### src/rtl/dmem_bridge.sv
// MEM-stage data memory bridge: turns each load/store into one valid/ready bus
// request plus a response, stalling the pipeline until the access completes.
module dmem_bridge #(
    parameter int TIMEOUT = 255,
    parameter int CNT_W   = 16
) (
    input  logic        clk,
    input  logic        reset,
    input  logic        MemWriteM,
    input  logic        MemReadM,
    input  logic [31:0] ALUResultM,
    input  logic [31:0] WriteDataM,
    input  logic [3:0]  byteEnable,
    output logic [31:0] RD_data,
    output logic        mem_stall,
    output logic        bus_err,
    output logic        bus_req_valid,
    input  logic        bus_req_ready,
    output logic        bus_we,
    output logic [31:0] bus_addr,
    output logic [31:0] bus_wdata,
    output logic [3:0]  bus_wstrb,
    input  logic        bus_rsp_valid,
    input  logic [31:0] bus_rsp_rdata
);

    typedef enum logic [1:0] {IDLE, REQ, WAIT, DONE} state_t;

    localparam logic [CNT_W-1:0] WD_LAST = CNT_W'(TIMEOUT - 1);

    state_t           state;
    state_t           nextState;
    logic [CNT_W-1:0] wdCnt;
    logic             acc;
    logic             timeoutHit;
    logic             rspDone;
    logic             unusedAddrLsb;

    assign acc           = MemReadM | MemWriteM;
    assign unusedAddrLsb = ^ALUResultM[1:0];

    always_ff @(posedge clk) begin
        if (reset) state <= IDLE;
        else       state <= nextState;
    end

    always_comb begin
        nextState     = state;
        bus_req_valid = 1'b0;
        mem_stall     = acc && (state != DONE);
        timeoutHit    = 1'b0;
        rspDone       = 1'b0;
        case (state)
            IDLE: if (acc) nextState = REQ;
            REQ: begin
                bus_req_valid = 1'b1;
                // Only a response counts as completion, so the watchdog beats a
                // handshake landing on the last allowed REQ cycle.
                if (wdCnt == WD_LAST) begin
                    timeoutHit = 1'b1;
                    nextState  = DONE;
                end else if (bus_req_ready) begin
                    nextState = WAIT;
                end
            end
            WAIT: begin
                if (bus_rsp_valid) begin
                    rspDone   = 1'b1;
                    nextState = DONE;
                end else if (wdCnt == WD_LAST) begin
                    timeoutHit = 1'b1;
                    nextState  = DONE;
                end
            end
            DONE:    nextState = IDLE;
            default: nextState = IDLE;
        endcase
    end

    always_ff @(posedge clk) begin
        if (reset) begin
            wdCnt     <= '0;
            bus_err   <= 1'b0;
            bus_we    <= 1'b0;
            bus_addr  <= '0;
            bus_wdata <= '0;
            bus_wstrb <= '0;
            RD_data   <= '0;
        end else begin
            if (state == REQ || state == WAIT) wdCnt <= wdCnt + CNT_W'(1);
            else                               wdCnt <= '0;
            bus_err <= timeoutHit;
            // A simultaneous read+write is issued as a store.
            if (state == IDLE && acc) begin
                bus_we    <= MemWriteM;
                bus_addr  <= {ALUResultM[31:2], 2'b00};
                bus_wdata <= WriteDataM;
                bus_wstrb <= MemWriteM ? byteEnable : 4'b0000;
            end
            if (rspDone && !bus_we)         RD_data <= bus_rsp_rdata;
            else if (timeoutHit && !bus_we) RD_data <= '0;
        end
    end

endmodule
### config.mk
export PLATFORM = sky130hd
export DESIGN_NAME = dmem_bridge
export DESIGN_NICKNAME = d
export VERILOG_FILES = /design/src/rtl/dmem_bridge.sv
export SDC_FILE = /design/constraint.sdc
export NUM_CORES = 1
export LEC_CHECK = 0
export CAP_MARGIN = 10
export CORE_ASPECT_RATIO = 0.7
export CORE_MARGIN = 2
export CORE_UTILIZATION = 25
export DETAILED_ROUTE_END_ITERATION = 8
export SYNTH_ARGS = -nofsm -noshare
export SYNTH_HDL_FRONTEND = slang
export SYNTH_SLANG_ARGS = --single-unit
### constraint.sdc
create_clock -name clk -period 1.8 [get_ports clk]
set_input_delay 0.36 -clock clk [delete_from_list [all_inputs] [get_ports clk]]
set_output_delay 0.36 -clock clk [all_outputs]
set_load 0.02 [all_outputs]
==> flow_summary.toml, run 1 <==
[power_and_ir_drop]
powerDensity_mw_per_mm2 = 1330
irDropWorstVdd_uv = 710
leakage_uw = 0.00289

[floorplanning]
start_util_pct = 25.6
die_width_um = 166
dieArea_mm2 = 0.0196
rows = 41
io_pins = 210
die_h_um = 118
coreArea_mm2 = 0.0181

[critical_path]
arrival_ns = 2.10
crit_required_ns = 2.07
reg2reg_slack_ns = -0.02
cp_max_fo = 6
start_kind = "flop"
criticalPathCategory = "reg -> reg"
endpoint_kind = "flop"
worstRegToRegCells = 5
r2r-end = "RD_data[25]"
timing.rr.start = "wdCnt[8]"

[clocking]
clock_path_buffers = 2
ctsHtreeMaxLevel = 4
clk_latency_ns = 0.41
cts_tree = "built"
clock-root-buffer = "clkbuf_16"
ctsHoldBuffers = 0
clock_sinks = 118
path_clk_slew_ns = 0.06
numCtsBuffers = 17

[synthesis]
ys_ff_latch = 118
synth.avg_cell_area_um2 = 8.34
synthCells = 553
yosysSeqAreaShare_pct = 51.2
yosysWarnings = 0
syn-cell-area_mm2 = 0.00461
yosys.cell_types.count = 39

[timing]
period_minus_slack_ns = 1.82
grt_setup_unrepaired = "yes"
setup_viol_count_final = 21
layout_setup_ws_ns = -0.0233
fin_skew_ns = 0.00957
fmax_mhz = 548
hold_viol = 0
period_share_pct = 101
drv_slew = 0

[outcome]
violations = "setup timing"
status = "finished with violations"

[placed_design]
gp_congestion = 0.762
dp_hpwl_mm = 10.0
place_ws_ns = -0.176
placed_cell_area_mm2 = 0.00715
portBuffers = 205

[hold_path]
min_from = "reset"
hold_path_class = "in -> reg"
hold_depth = 4
hold_path_end = "bus_err"

[layout]
diodes = 0
final_cell_mix = "clkdlybuf4s50_1 (197), nand2_1 (172), dfxtp_1 (115)"
fin_nets = 885
final_area_mm2 = 0.00782
drive_gt1_share_pct = 12.0
area_growth_pct = 69.4
final_common_cell = "clkdlybuf4s50_1"
utilization_pct = 43.3

[global_routing]
grt_pass1_wl_mm = 23.0
grt_pass1_vias = 4309
antenna_found_initial = 0
grt_max_degree = 45
overflow = 0
track_usage_pct = 14.7

[detailed_routing]
ant_nets = 0
wire_per_inst_um = 14.4
first_pass_iters = 5
viasPerCell = 4.55
dr_total_vias = 4644
remaining_drc_errors = 0
first_iter_violations = 321
wl_mm = 14.7

[flow_run]
maxCapViolCount = 0
-- kinds of logic (layout without fill, tap and decap cells) --
family / after synthesis / count (layout) / share of synthesized area (%)
muxes: 2 / 2 / 0.461
adders and majority gates: 7 / 7 / 1.90
xor gates and xnor gates: 10 / 10 / 1.90
AOI/OAI and AO/OA: 143 / 143 / 19.1
other: 1 / 2 / 0.0813
buffers and inverters: 49 / 280 / 4.66
and+or+nand+nor: 223 / 223 / 20.7
DFF: 118 / 118 / 51.2
-- power breakdown --
part | leakage (uW) | internal (uW) | switching (uW)
logic | 0.00165 | 1700 | 2060
clock network | 0.000271 | 2060 | 1240
registers | 0.000965 | 3090 | 245
total | 0.00289 | 6850 | 3550
-- worst max-delay path by stage --
stage	slack (ns)	start	to
after floorplan	0.003	state[1]	bus_wdata[10]
after global placement	-0.18	MemWriteM	mem_stall
after detailed placement	-0.18	MemReadM	mem_stall
after CTS	-0.03	wdCnt[8]	state[0]
after global routing	-0.1	wdCnt[0]	state[0]
final	-0.02	wdCnt[8]	RD_data[25]
-- synth_stat cells, drive strengths merged --
cell	instances	area (um2)
xnor2	2	17.5
nor2	17	63.8
dfxtp	118	2360
and3	1	7.51
inv	6	22.5
nor3	1	5.00
and4	2	18.8
a311oi	32	280
nor2b	3	18.8
nand3	9	45.0
o21ai	3	15.0
buf	8	61.3
a221oi	1	15.0
clkbuf	35	131
conb	1	3.75
o211ai	4	30.0
and2	1	6.26
a22o	1	17.5
nand4	6	37.5
mux2	1	11.3
nand2	172	646
a21oi	100	500
or4	5	41.3
a211oi	1	7.51
nor4	1	6.26
xor2	8	70.1
o221ai	1	15.0
nand4b	1	8.76
nor4b	2	38.8
mux2i	1	10.0
ha	7	87.6
nand2b	2	12.5
-- registers in the layout (all words and copies together) (netlist names) --
signal     cells
bus_wdata     32
RD_data       32
wdCnt         16
bus_addr      30
state          2
bus_err        1
bus_we         1
bus_wstrb      4
-- critical path, cell delays in order, from the launching register on --
cell	delay, ns
dfxtp_2	0.32
or4_4	0.58
nor4b_4	0.33
a22o_4	0.22
clkbuf_16	0.17
a311oi_1	0.07
-- layer usage --
metal | track usage, % | part of all wire, %
met1 | 20.3 | 50
met2 | 21.0 | 41
met3 | 6.09 | 7.5
met4 | 3.88 | 0.83
met5 | 0 | 0
-- final cells by class --
| class | instances | area (um2) |
|---|---|---|
| Clock buffer | 19 | 443 |
| Clock inverter | 13 | 131 |
| Fill cell | 1810 | 10200 |
| Inverter | 6 | 22.5 |
| Multi-Input combinational cell | 387 | 2110 |
| Sequential cell | 118 | 2370 |
| Tap cell | 236 | 295 |
| Timing Repair Buffer | 242 | 2450 |
-- per-stage QoR --
stage | cells | TNS (ns) | total power (uW) | hold slack [ns]
global route | 1021 | -1.56 | 11000 | 0.297
CTS | 1018 | -0.0257 | 10500 | 0.293
detailed placement | 986 | -0.972 | 7140 | 0.444
global placement | 986 | -0.216 | 7130 | 0.440
finish | 1021 | -0.254 | 10400 | 0.297
floorplan | 554 | 0 | 5230 | 0.425
-- repair_timing --
item / in CTS / in global routing
buffers inserted: 0 / 1
setup endpoints to repair: 36 / 39
pin swaps: 0 / 2
resized for setup: 7 / 18
cloned: 0 / 2
No activity file was read; power rests on OpenSTA's default activity.
==> run 2: changes to the inputs <==
--- a/config.mk
+++ b/config.mk
@@ -6,10 +6,13 @@
 export NUM_CORES = 1
 export LEC_CHECK = 0
 export CAP_MARGIN = 10
+export CELL_PAD_IN_SITES_DETAIL_PLACEMENT = 0
+export CELL_PAD_IN_SITES_GLOBAL_PLACEMENT = 2
 export CORE_ASPECT_RATIO = 0.7
 export CORE_MARGIN = 2
-export CORE_UTILIZATION = 25
+export CORE_UTILIZATION = 20
 export DETAILED_ROUTE_END_ITERATION = 8
+export PLACE_DENSITY_LB_ADDON = 0.1
 export SYNTH_ARGS = -nofsm -noshare
 export SYNTH_HDL_FRONTEND = slang
 export SYNTH_SLANG_ARGS = --single-unit
==> run 2 against run 1 <==
The flow still finishes with violations (setup timing). Fmax is 0.82% higher. Sequential power is essentially flat. Combinational power about the same. Highest routed layer is now met5.
==> flow_summary.toml, run 2 (same netlist as run 1, synthesis figures left out) <==
[timing]
max_slew_margin_pct = 61.0
setup_viol_count_final = 1
grt_setup_unrepaired = "yes"
drv_slew = 0
fmax_mhz = 553
hold_viol = 0
period_minus_slack_ns = 1.81
tightest_slew_ns = 0.585
period_share_pct = 100
layout_setup_ws_ns = -0.00846
fin_skew_ns = 0.00795

[floorplanning]
die_h_um = 131
die_width_um = 186
rows = 46
io_pins = 210
coreArea_mm2 = 0.0227
dieArea_mm2 = 0.0243
start_util_pct = 20.3

[layout]
drive_gt1_share_pct = 11.1
fin_nets = 883
final_cells = 1095
area_growth_pct = 70.7
final_common_cell = "clkdlybuf4s50_1"
diodes = 0
final_cell_mix = "clkdlybuf4s50_1 (195), nand2_1 (172), dfxtp_1 (117)"
utilization_pct = 34.7
reg.largest.list = "RD_data: 32 flops, bus_wdata: 32 flops, bus_addr: 30 flops"
nFillCells = 2360

[power_and_ir_drop]
power.internal_uw = 7010
leakage_uw = 0.00291
pwr-share-comb_pct = 35.3
p_sw_share_pct = 34.0
switching_power_uw = 3620
powerDensity_mw_per_mm2 = 1350
p_clk_share_pct = 33.4
irDropWorstVdd_uv = 607
seq_power_share_pct = 31.3

[critical_path]
crit_required_ns = 2.13
worstRegToRegCells = 4
cpMaxStageDelayCell = "or4_4"
arrival_ns = 2.14
critPathLaunch = "wdCnt[8]"
r2r-end = "state[0]"
criticalPathCategory = "reg -> reg"
worstPathCellList = "or4_4 > nor4b_4 > mux2_4 > a221oi_2"
reg2reg_slack_ns = -0.008
timing.rr.start = "wdCnt[8]"
max_stage_delay_ns = 0.57
cp_max_fo = 3
endpoint_kind = "flop"
start_kind = "flop"

[global_routing]
antenna_found_initial = 2
grt_max_degree = 50
grt_pass1_vias = 4451
grt_pass1_wl_mm = 24.6
overflow = 0
track_usage_pct = 13.2

[detailed_routing]
ant_nets = 0
top_layer_used = "met5"
wl_mm = 16.3
viasPerCell = 4.22
wl_met1_mm = 8.04
wl_met3_mm = 1.36
remaining_drc_errors = 0
first_pass_iters = 4
first_iter_violations = 202
wire_per_inst_um = 14.9
wl_met2_mm = 6.61
dr_total_vias = 4619

[clocking]
clock_sinks = 118
ctsHtreeMaxLevel = 4
clk_latency_ns = 0.41
cts_setup_buffers = 0
cts_tree = "built"
path_clk_slew_ns = 0.06
numCtsBuffers = 17
clock-root-buffer = "clkbuf_16"
clock_path_buffers = 2

[outcome]
violations = "setup timing"
status = "finished with violations"

[placed_design]
dp_hpwl_mm = 11.3
dpl.cell_count = 1063
portBuffers = 205
gp_congestion = 0.721

[hold_path]
min_from = "reset"
hold_depth = 2
hold_path_end = "bus_addr[15]"
hold_path_class = "in -> reg"

[flow_run]
maxCapViolCount = 0
-- run 2: per-stage QoR --
| stage | setup TNS (ns) | total power (uW) | hold WS [ns] | cell area (um2) | setup WS (ns) |
|---|---|---|---|---|---|
| after floorplan | 0 | 5230 | 0.425 | 4620 | 0.00346 |
| after global placement | -0.243 | 7150 | 0.440 | 7240 | -0.187 |
| after detailed placement | -0.674 | 7180 | 0.447 | 7240 | -0.171 |
| after global routing | -1.19 | 11300 | 0.292 | 7880 | -0.124 |
| after CTS | -0.00797 | 10800 | 0.279 | 7840 | -0.00797 |
| final | -0.00846 | 10600 | 0.294 | 7880 | -0.00846 |
-- run 2: repair_timing --
action,in CTS,in global routing
hold buffers,0,0
endpoints found under the setup margin,4,42
resized for setup,6,14
pin swaps,0,3
-- run 2: critical path, delay by kind of cell (launching register included) --
kind             cells  cell delay, ns
AND/OR/NAND/NOR      2            0.89
multiplexers         1            0.33
AO/OA/AOI/OAI        1            0.20
flip-flops           1            0.31
-- run 2: power by group through the flow --
stage	clock network, uW	logic [uW]	registers, uW
global route	3780	4080	3400
global placement	0	3780	3370
CTS	3680	3800	3330
floorplan	0	1310	3920
finish	3550	3750	3330
detailed placement	0	3790	3390
-- run 2: worst max path at each step --
stage	end	slack [ns]	depth (start not counted)
after global placement	mem_stall	-0.19	4
final	state[0]	-0.008	4
after detailed placement	mem_stall	-0.17	4
after global routing	state[0]	-0.12	5
after floorplan	bus_wdata[10]	0.003	8
after CTS	state[0]	-0.008	4
-- run 2: layer usage --
metal,vias to the layer above,global-route usage [%]
li1,2334,-
met1,2111,17.8
met2,150,18.9
met3,20,5.58
met4,4,4.82
met5,-,0
-- run 2: layout make-up --
type / instances / area [um2] / share of cell area (%)
Timing Repair Buffer: 240 / 2400 / 30.5
Sequential cell: 118 / 2360 / 30.0
Multi-Input combinational cell: 387 / 2090 / 26.5
Clock buffer: 20 / 457 / 5.80
Tap cell: 312 / 390 / 4.96
Clock inverter: 12 / 151 / 1.92
Inverter: 6 / 22.5 / 0.286
==> variant: new RTL, settings of run 1 <==
The parameter `CNT_W` goes from 16 to 32.
--- a/src/rtl/dmem_bridge.sv
+++ b/src/rtl/dmem_bridge.sv
@@ -2,7 +2,7 @@
 // request plus a response, stalling the pipeline until the access completes.
 module dmem_bridge #(
     parameter int TIMEOUT = 255,
-    parameter int CNT_W   = 16
+    parameter int CNT_W   = 32
 ) (
     input  logic        clk,
     input  logic        reset,
Behaviour: no difference found for any inputs over 4 cycles, from zero or initial values and one cycle with reset high; that may be too few to reach the edited logic, so the function may still have changed.
==> variant against run 1 <==
The flow still finishes with violations (negative setup slack); routed wire length increased by 20%; cell area rose by 20%; non-clock buffer count rose by 41; synthesized area grew 15%; total power up 8.0%; sequential cell count is 16 higher; utilization is 1.7 points higher; setup slack got worse by 0.11 ns; largest cell class unchanged.
==> variant: results <==
export IMPL_grt_start_max_net_pins=51
export IMPL_synth_xor_area_share_pct=3.46
export IMPL_pwr_share_comb_pct=36.6
export IMPL_leakagePower_nw=3.54
export IMPL_r2r_cells=6
export IMPL_setup_ws_ns=-0.131
export IMPL_synth_mux_area_share_pct=0
export IMPL_hold_ws_ns=0.303
export IMPL_use_met2_pct=24.4
export IMPL_reg_largest_list="RD_data x32, bus_wdata x32, wdCnt x32"
export IMPL_via_per_inst=4.51
export IMPL_grt_pass1_vias=5323
export IMPL_multiInputGateArea_um2=2830
export IMPL_wire_per_inst_um=14.7
export IMPL_drive_gt1_share_pct=21.0
export IMPL_powerClk_w=0.00344
export IMPL_clkbuf_count=18
export IMPL_drtIter0Drc=268
export IMPL_dpl_hpwl_um=11500
export IMPL_routabilityCongestion=0.736
export IMPL_yosysUniqueCellTypes=43
export IMPL_dpl_cell_count=1159
export IMPL_grt_pass1_wl_um=27700
export IMPL_multi_input_area_share_pct=30.2
export IMPL_synth_compound_area_share_pct=14.7
export IMPL_seqCellArea_um2=2700
export IMPL_yosys_top_cells_area="dfxtp_1 (50%), nand2_1 (13%), a21oi_1 (7.3%), a2bb2oi_1 (5.3%), nor2_1 (4.2%)"
export IMPL_violations="negative setup slack"
export IMPL_setup_tns_ns=-2.49
export IMPL_buffers=283
export IMPL_setup_violations_final=35
export IMPL_slowest_delay_ns=0.61
export IMPL_dr_wl_met3_um=1390
export IMPL_wl_um=17600
export IMPL_timing_rr_end="wdCnt[31]$_SDFF_PP0_"
export IMPL_finClkSkew_ns=0.00862
export IMPL_status="finished with violations"
export IMPL_layout_nonclk_buf_share_pct=30.6
export IMPL_grt_use_met3_pct=5.40
export IMPL_track_usage_pct=15.5
export IMPL_multi_input_gates=462
variant: changes by cell type after synthesis, sizes merged, moves of 4 or more:
cell	run 1	this run
a21oi	100	78
a2bb2oi	0	32
a311oi	32	0
and4	2	6
dfxtp	118	134
inv	6	11
nand2	172	178
nand3	9	16
nor2	17	60
nor3	1	9
nor4	1	7
o21ai	3	12
or3	0	5
xnor2	2	11
variant: worst max-delay path by stage:
stage | from | end | slack, ns | cells past startpoint
finish | wdCnt[4]$_SDFF_PP0_ | wdCnt[31]$_SDFF_PP0_ | -0.13 | 6
global route | state[0]$_SDFFE_PP0P_ | RD_data[21]$_SDFFE_PP0P_ | -0.26 | 10
CTS | wdCnt[0]$_SDFF_PP0_ | state[0]$_SDFFE_PP0P_ | -0.13 | 7
detailed placement | MemReadM | mem_stall | -0.47 | 5
global placement | MemReadM | mem_stall | -0.52 | 5
floorplan | wdCnt[14]$_SDFF_PP0_ | wdCnt[25]$_SDFF_PP0_ | 0.0007 | 6
